**src/rtl/reg_bus_poller.sv**
```systemverilog
// ============================================================================
// Module : reg_bus_poller
// Brief  : REG_BUS initiator that sweeps the bit-flip monitor's status
//          registers and raises an alarm on the latest committed snapshot.
// Rev    : 1.0
// ============================================================================
`default_nettype none

module reg_bus_poller #(
  parameter int ADDR_WIDTH = 1,
  parameter int DATA_WIDTH = 32,
  parameter int PERIOD_W   = 16,
  parameter int TIMEOUT    = 15
) (
  input  logic                  clk_i,
  input  logic                  rstn_i,
  input  logic                  start_i,
  input  logic [PERIOD_W-1:0]   period_i,
  input  logic [DATA_WIDTH-1:0] threshold_i,
  input  logic                  clr_err_i,
  output logic                  valid_o,
  output logic [ADDR_WIDTH-1:0] addr_o,
  input  logic [DATA_WIDTH-1:0] rdata_i,
  input  logic                  ready_i,
  input  logic                  error_i,
  output logic                  flag_o,
  output logic [DATA_WIDTH-1:0] cpbf_o,
  output logic                  update_o,
  output logic                  alarm_o,
  output logic                  bus_err_o
);

  localparam int TCNT_W = $clog2(TIMEOUT + 1);

  localparam logic [2:0] S_IDLE = 3'd0;
  localparam logic [2:0] S_REQ  = 3'd1;
  localparam logic [2:0] S_GAP  = 3'd2;
  localparam logic [2:0] S_DONE = 3'd3;
  localparam logic [2:0] S_WAIT = 3'd4;

  logic [2:0]            state_q,   state_d;
  logic                  idx_q,     idx_d;
  logic [TCNT_W-1:0]     tcnt_q,    tcnt_d;
  logic [PERIOD_W-1:0]   wcnt_q,    wcnt_d;
  logic [DATA_WIDTH-1:0] shadow0_q, shadow0_d;
  logic [DATA_WIDTH-1:0] shadow1_q, shadow1_d;
  logic                  flag_q,    flag_d;
  logic [DATA_WIDTH-1:0] cpbf_q,    cpbf_d;
  logic                  alarm_q,   alarm_d;
  logic                  bus_err_q, bus_err_d;

  logic w_timeout;
  logic w_req_err;
  logic w_req_ok;
  logic w_commit;

  // A response arriving on the TIMEOUT-th REQ cycle is still accepted.
  assign w_timeout = (tcnt_q == TCNT_W'(TIMEOUT));
  assign w_req_err = (state_q == S_REQ) && (error_i || (!ready_i && w_timeout));
  assign w_req_ok  = (state_q == S_REQ) && ready_i && !error_i;
  assign w_commit  = (state_q == S_GAP) && idx_q;

  always_ff @(posedge clk_i or negedge rstn_i) begin
    if (!rstn_i) begin
      state_q   <= S_IDLE;
      idx_q     <= 1'b0;
      tcnt_q    <= '0;
      wcnt_q    <= '0;
      shadow0_q <= '0;
      shadow1_q <= '0;
      flag_q    <= 1'b0;
      cpbf_q    <= '0;
      alarm_q   <= 1'b0;
      bus_err_q <= 1'b0;
    end else begin
      state_q   <= state_d;
      idx_q     <= idx_d;
      tcnt_q    <= tcnt_d;
      wcnt_q    <= wcnt_d;
      shadow0_q <= shadow0_d;
      shadow1_q <= shadow1_d;
      flag_q    <= flag_d;
      cpbf_q    <= cpbf_d;
      alarm_q   <= alarm_d;
      bus_err_q <= bus_err_d;
    end
  end

  always_comb begin
    state_d = state_q;
    idx_d   = idx_q;
    tcnt_d  = tcnt_q;
    wcnt_d  = wcnt_q;
    case (state_q)
      S_IDLE: begin
        if (start_i) begin
          state_d = S_REQ;
          idx_d   = 1'b0;
          tcnt_d  = TCNT_W'(1);
        end
      end
      S_REQ: begin
        if (w_req_err) begin
          state_d = S_WAIT;
          tcnt_d  = '0;
          wcnt_d  = PERIOD_W'(1);
        end else if (ready_i) begin
          state_d = S_GAP;
          tcnt_d  = '0;
        end else begin
          tcnt_d  = tcnt_q + TCNT_W'(1);
        end
      end
      S_GAP: begin
        if (!idx_q) begin
          state_d = S_REQ;
          idx_d   = 1'b1;
          tcnt_d  = TCNT_W'(1);
        end else begin
          state_d = S_DONE;
        end
      end
      S_DONE: begin
        if (start_i) begin
          state_d = S_WAIT;
          wcnt_d  = PERIOD_W'(1);
        end else begin
          state_d = S_IDLE;
        end
      end
      S_WAIT: begin
        // A period of 0 behaves like 1: the request follows the first WAIT cycle.
        if (!start_i) begin
          state_d = S_IDLE;
        end else if (wcnt_q >= period_i) begin
          state_d = S_REQ;
          idx_d   = 1'b0;
          tcnt_d  = TCNT_W'(1);
        end else begin
          wcnt_d  = wcnt_q + PERIOD_W'(1);
        end
      end
      default: state_d = S_IDLE;
    endcase
  end

  // Snapshot is committed on the GAP->DONE edge so it is visible alongside update_o.
  always_comb begin
    shadow0_d = shadow0_q;
    shadow1_d = shadow1_q;
    flag_d    = flag_q;
    cpbf_d    = cpbf_q;
    alarm_d   = alarm_q;
    bus_err_d = bus_err_q;
    if (w_req_ok) begin
      if (idx_q) shadow1_d = rdata_i;
      else       shadow0_d = rdata_i;
    end
    if (w_commit) begin
      flag_d  = shadow0_q[0];
      cpbf_d  = shadow1_q;
      alarm_d = shadow0_q[0] || ((shadow1_q != '0) && (shadow1_q < threshold_i));
    end
    if (w_req_err)      bus_err_d = 1'b1;
    else if (clr_err_i) bus_err_d = 1'b0;
  end

  always_comb begin
    valid_o   = (state_q == S_REQ);
    addr_o    = ADDR_WIDTH'(idx_q);
    update_o  = (state_q == S_DONE);
    flag_o    = flag_q;
    cpbf_o    = cpbf_q;
    alarm_o   = alarm_q;
    bus_err_o = bus_err_q;
  end

endmodule

`default_nettype wire

```
**config.mk**
```make
export PLATFORM = sky130hd
export DESIGN_NAME = reg_bus_poller
export DESIGN_NICKNAME = d
export VERILOG_FILES = /design/src/rtl/reg_bus_poller.sv
export SDC_FILE = /design/constraint.sdc
export NUM_CORES = 1
export LEC_CHECK = 0
export ABC_AREA = 1
export ABC_CLOCK_PERIOD_IN_PS = 1600
export BUFFER_PORTS_ARGS = -buffer_cell sky130_fd_sc_hd__buf_4
export CORE_UTILIZATION = 30
export DETAILED_ROUTE_END_ITERATION = 10
export GPL_TIMING_DRIVEN = 0
export SYNTH_ARGS = -nofsm -noshare
export SYNTH_HDL_FRONTEND = slang
export SYNTH_SLANG_ARGS = --single-unit
```
**constraint.sdc**
```tcl
create_clock -name clk_i -period 1.6 [get_ports clk_i]
set_clock_uncertainty 0.05 [all_clocks]
set_input_delay 0.08 -clock clk_i [delete_from_list [all_inputs] [get_ports clk_i]]
set_output_delay 0.08 -clock clk_i [all_outputs]
set_load 0.02 [all_outputs]
```
* Word level (Yosys, flattened, before mapping)
Index checks and enable logic that the tools add are counted.
** Word-level totals
- Flip-flop bits (word level) :: 92
- Bits of input ports :: 86
- Output and inout bits :: 38
- Logic and storage cells :: 77
** Cells by class
- $add $sub $neg :: 2
- Order comparisons :: 2
- Equality and inequality tests :: 14
- Multiplexer cells :: 26
- Bitwise operators :: 1
- Reductions and logical operators :: 22
** Operators with widths (number)
- 16-bit two-way mux :: 4
- 16-bit one-hot mux with 3 select lines :: 1
- 32-bit < comparator :: 1
- 32-bit nonzero test :: 1
- 4-bit two-way mux :: 6
- 3-bit two-way mux :: 6
- 16-bit by 1-bit adder with 16-bit output, second input constant :: 1
- 16-bit >= comparator :: 1
- 4-bit one-hot mux with 4 select lines :: 1
- 3-bit one-hot mux with 5 select lines :: 1
- 2-bit != test, second input constant :: 6
- 5-bit AND reduction :: 2
- 3-bit by 2-bit equality test with 1-bit output, second input constant :: 2
- 1-bit logical AND :: 6
- 3-bit nonzero test :: 2
- 1-bit two-way mux :: 5
- 4-bit by 1-bit adder with 4-bit output, second input constant :: 1
- 4-bit equality test, second input constant :: 1
- 2-bit AND reduction :: 2
- 4-bit AND reduction :: 1
- 4-bit nonzero test :: 1
- 3-bit by 1-bit equality test with 1-bit output, second input constant :: 1
- 3-bit equality test, second input constant :: 1
- 3-bit zero test :: 1
- other kinds (10) :: 12

* Longest topological paths before layout
- Depth in word-level cells :: 6
- Depth in mapped cells :: 14
- Mapped depth without buffers :: 13

* Worst setup path before layout
Ideal clock, no wire load.
- Path type :: register -> register
- Start point :: register wcnt_q[6]
- End point :: register wcnt_q[6]
- Arrival :: 1.617 ns
- Data required time :: 1.433 ns
- Path slack :: -0.184 ns
- Stages on the path, launching flop included :: 14
- Buffers on the path :: 1
- Clock period less this slack :: 1.784 ns
- Cell sequence :: dfrtp_1 > ha_1 > nand2_1 > nor2_1 > nand2_1 > nand2_1 > nor2_1 > nand2_1 > nand2_1 > nand3_4 > nand2_4 > buf_8 > nand2_1 > nand2_1
** Between the ends
- Longest elaborated chain between the ends :: 4
- Elaborated cells between the ends (all ways) :: 7
- Classes of those cells :: add/sub (1); order compare (1); eq/ne (1); mux (3); reduce/logical (1)
** Ends and longest elaborated chain
- start, declared :: line 44 : logic [PERIOD_W-1:0] wcnt_q, wcnt_d;
- start signal, assigned :: line 79 : wcnt_q <= wcnt_d;
- 16-bit by 1-bit adder with 16-bit output :: line 140 : wcnt_d = wcnt_q + PERIOD_W'(1);
- 16-bit two-way mux :: line 135 : end else if (wcnt_q >= period_i) begin
- 16-bit two-way mux :: line 133 : if (!start_i) begin
- 16-bit one-hot mux with 3 select lines :: line 94 : case (state_q)
Parallel ways exist; a longest one is shown, timed or not. The select of a mux whose other input is x is not followed.
A chain may end at the register's enable or synchronous reset.

* Final worst setup path
- Start point :: register wcnt_q[13]
- End point :: register wcnt_q[3]
** Between the ends
- Longest elaborated chain between the ends :: 3
** Ends and longest elaborated chain (line)
- 16-bit >= comparator :: 135
- 2-bit != test (no source line)
- 5-bit AND reduction (no source line)
No other way between the ends.

==> reports/qor.csv <==
stage,metric,value,unit
status,status,finished with violations,
status,failing checks,negative setup slack,
route,# DRC,0,
die,Die Height,136.1,um
global_routing,initial antenna violation count,0,
synth,Post-synth ARST share,100.0,%
global_routing,grt met1 use,22.40,%
layout,layout cells sized above 1,39.35,%
global_routing,vias in the first global route,4908,
power_and_ir_drop,proportion of power drawn by combinational gates,46.8,%
synth,Yosys cell types,35,
global_routing,GR Util met2,27.13,%
worst_setup_path,Worst setup EP type,flop,
cts,"Clk Latency, worst-skew pair",0.35,ns
sta,Setup WS post-layout,-0.1860,ns
cts,CTS Buf Count,9,
synth,Cells after Synth,674,
worst_setup_path,Worst Path Required,1.78,ns
die,Initial Util,30.98,%
layout,synthesis-to-layout area growth,56.53,%
route,drt pass-1 iters,4,
sta,Post-Route Setup TNS,-3.710,ns
power_and_ir_drop,switch share,40.16,%
placement,Post-DP Area,0.006608,sq mm
cts,CTS max path bufs,2,
worst_setup_path,CP Launch Type,flop,
power_and_ir_drop,Leak Pwr,0.004277,uW
worst_setup_path,Crit path arrival time,1.97,ns
synth,Commonest cells post-synth,"nand2_1 (132), inv_1 (108), dfrtp_1 (92), nor2_1 (92), a21oi_1 (58)",
cts,Worst-path clk slew,0.07,ns
power_and_ir_drop,total internal power,7220,uW
power_and_ir_drop,clock power share,19.5,%
global_routing,global route total overflow,0,
die,die area,0.01853,sq mm
cts,Num Clock Sinks,92,
sta,Fin. Hold Viols,0,
synth,Seq cells post-synth,92,
cts,CTS tree,done,
global_routing,largest net degree at the start of global routing,93,
global_routing,GRT met3 Usage,2.312,%
synth,most common cell in the synthesized netlist,nand2_1,
layout,final net count,1022,
worst_setup_path,Setup CP Type,reg2reg,
global_routing,GRT busiest layer,met2,
route,antenna-violating nets left,0,
synth,"EDFF count, synth",0,
synth,post-synthesis sequential area ratio,42.66,%
synth,ys flop type,dfrtp_1,
synth,post-synthesis net count,809,
placement,port bufs,123,
placement,GP Congestion,0.8275,
route,routed via count,5127,
route,wire per inst,14.13,um
global_routing,GRT Util Overall,16.65,%
layout,Final Non-Filler Cells,1118,
job,max cap viols,0,
sta,Max-slew headroom,40.89,%
synth,Synth area leader,dfrtp_1,
sta,period utilization,111.6,%
worst_setup_path,Reg2Reg Setup Slack,-0.19,ns
sta,FMAX,559.9,MHz
sta,actual slew at the worst max-slew pin,0.8866,ns
synth,top post-synthesis cells by area,"dfrtp_1 (43%), ha_1 (11%), nand2_1 (9.2%)",
global_routing,global-route wire length before repair,23740,um
layout,fin util,48.50,%
worst_setup_path,CP max FO,5,
die,Core ar.,0.01742,sq mm
sta,RSZ-0062 raised after global routing,yes,
sta,Final Slew Violations,0,
die,boundary pin count,124,
cts,H-tree levels,3,
sta,final setup violating endpoints,30,
placement,placed instance count,1022,
power_and_ir_drop,Sw Pwr,4845,uW
power_and_ir_drop,pwr dens,1428,mW/mm^2
power_and_ir_drop,Max VDD drop,0.0007007,V
layout,number of fill cells,1671,
placement,post-detail-place hpwl,10580,um
power_and_ir_drop,sequential share of power,33.7,%
synth,synthesized area per cell,8.007,sq um
die,row count,48,
route,Initial DRC Count,160,
hold_path,Hold Path Class,in2reg,
die,chip width,136.1,um
synth,share of the synthesized area in the top cell type,42.66,%
layout,"Design Area, Final",0.008447,sq mm
cts,root buffer cell,clkbuf_16,
sta,fin crit period,1.786,ns
route,Vias/cell,4.586,
route,final WL,15800,um
synth,Post-Synthesis Cell Area,0.005396,sq mm
synth,synth warn,0,
==> metrics by stage <==
| step | total power (uW) | setup WS, ns | hold slack, ns |
|---|---|---|---|
| 4_1_cts | 11090 | -0.2333 | 0.02981 |
| 5_1_grt | 12940 | -0.3013 | 0.09571 |
| 2_1_floorplan | 6478 | -0.1609 | -0.2656 |
| 3_3_place_gp | 8060 | -0.5146 | 0.2289 |
| 6_report | 12070 | -0.1860 | 0.03636 |
| 3_5_place_dp | 8164 | -0.5396 | 0.2395 |
==> routing by layer <==
metal	up-vias	share of wire [%]
met5	-	0
met1	2430	47
li1	2590	-
met3	23	3.1
met4	0	2.1
met2	84	48
==> layout by cell type (no fill, tap or decap), types with 2 or more instances in the layout <==
master           n
buf_4          157
inv_1          106
dfrtp_1         85
nor2_1          82
nand2_1         73
a21oi_1         47
nand2_2         42
ha_1            34
dlygate4sd3_1   34
nand3_1         22
o21ai_2         21
o21ai_1         19
nand2_4         19
ha_4            15
buf_6           14
clkbuf_16       13
nand4_1         12
a21oi_2         11
nor2_2           9
nor2_4           7
o21ai_0          7
xor2_1           7
dfrtp_2          7
nand3_4          5
inv_2            4
xnor2_1          4
clkinv_4         3
buf_8            3
buf_12           2
clkbuf_1         2
nor3_2           2
nand3_2          2
o21a_1           2
or2_2            2
buf_2            2
inv_6            2
bufinv_16        2
==> flip-flops by register name, indices dropped and copies added (netlist names) <==
name and count:
bus_err_o 1, shadow1_q 32, state_q 3, tcnt_q 4
addr_o 1, shadow0_q 1, alarm_o 1, cpbf_o 32
wcnt_q 16, flag_o 1
==> worst max-delay path, stage by stage, from the launching register on <==
cell     delay (ns)
dfrtp_2        0.43
ha_4           0.27
nand4_1        0.16
a21oi_2        0.21
nor2_4         0.08
nand3_4        0.13
nand2_8        0.08
buf_8          0.15
nand2_2        0.06
nand2_1        0.05
==> power by group through the flow <==
stage	logic, uW	registers, uW	clock network, uW
floorplan	2150	4320	0
global placement	4100	3960	0
detailed placement	4180	3980	0
CTS	4760	3930	2400
global route	6280	4170	2490
finish	5640	4070	2350
==> area by class of cell <==
type	instances	area (sq um)	area share (%)
Timing Repair Buffer	201	1707	20.20
Inverter	112	430.4	5.096
Antenna cell	1	2.502	0.02963
Tap cell	225	281.5	3.333
Sequential cell	92	2311	27.36
Clock inverter	6	93.84	1.111
Buffer	17	196.4	2.326
Multi-Input combinational cell	454	3196	37.83
Clock buffer	10	229.0	2.711
==> kinds of logic after synthesis <==
kind of cell,count (synthesis),synth area share [%]
XOR/XNOR,11,1.785
AND/OR/NAND/NOR,280,22.54
buffers and inverters,129,10.36
AO/OA/AOI/OAI,113,11.29
adder cells (fa/ha/maj),49,11.36
flip-flops,92,42.66
==> final timing paths <==
check                            from    endpoint  cells past startpoint
hold reg to reg             cpbf_o[0]   cpbf_o[0]                      2
setup / recovery           wcnt_q[13]   wcnt_q[3]                      9
min in group asynchronous      rstn_i  cpbf_o[17]                      2
max in group asynchronous      rstn_i   wcnt_q[5]                      2
hold / removal                ready_i   tcnt_q[0]                      4
setup reg to reg           wcnt_q[13]   wcnt_q[3]                      9
==> repair_timing <==
action	4_1_cts	5_1_grt
pin swaps	16	25
endpoints found under the setup margin	77	97
gates cloned	2	4
hold endpoints to repair	89	0
gates resized for setup	53	173
hold buffers	34	0
setup buffers	27	12
(Power assumes the default switching activity.)
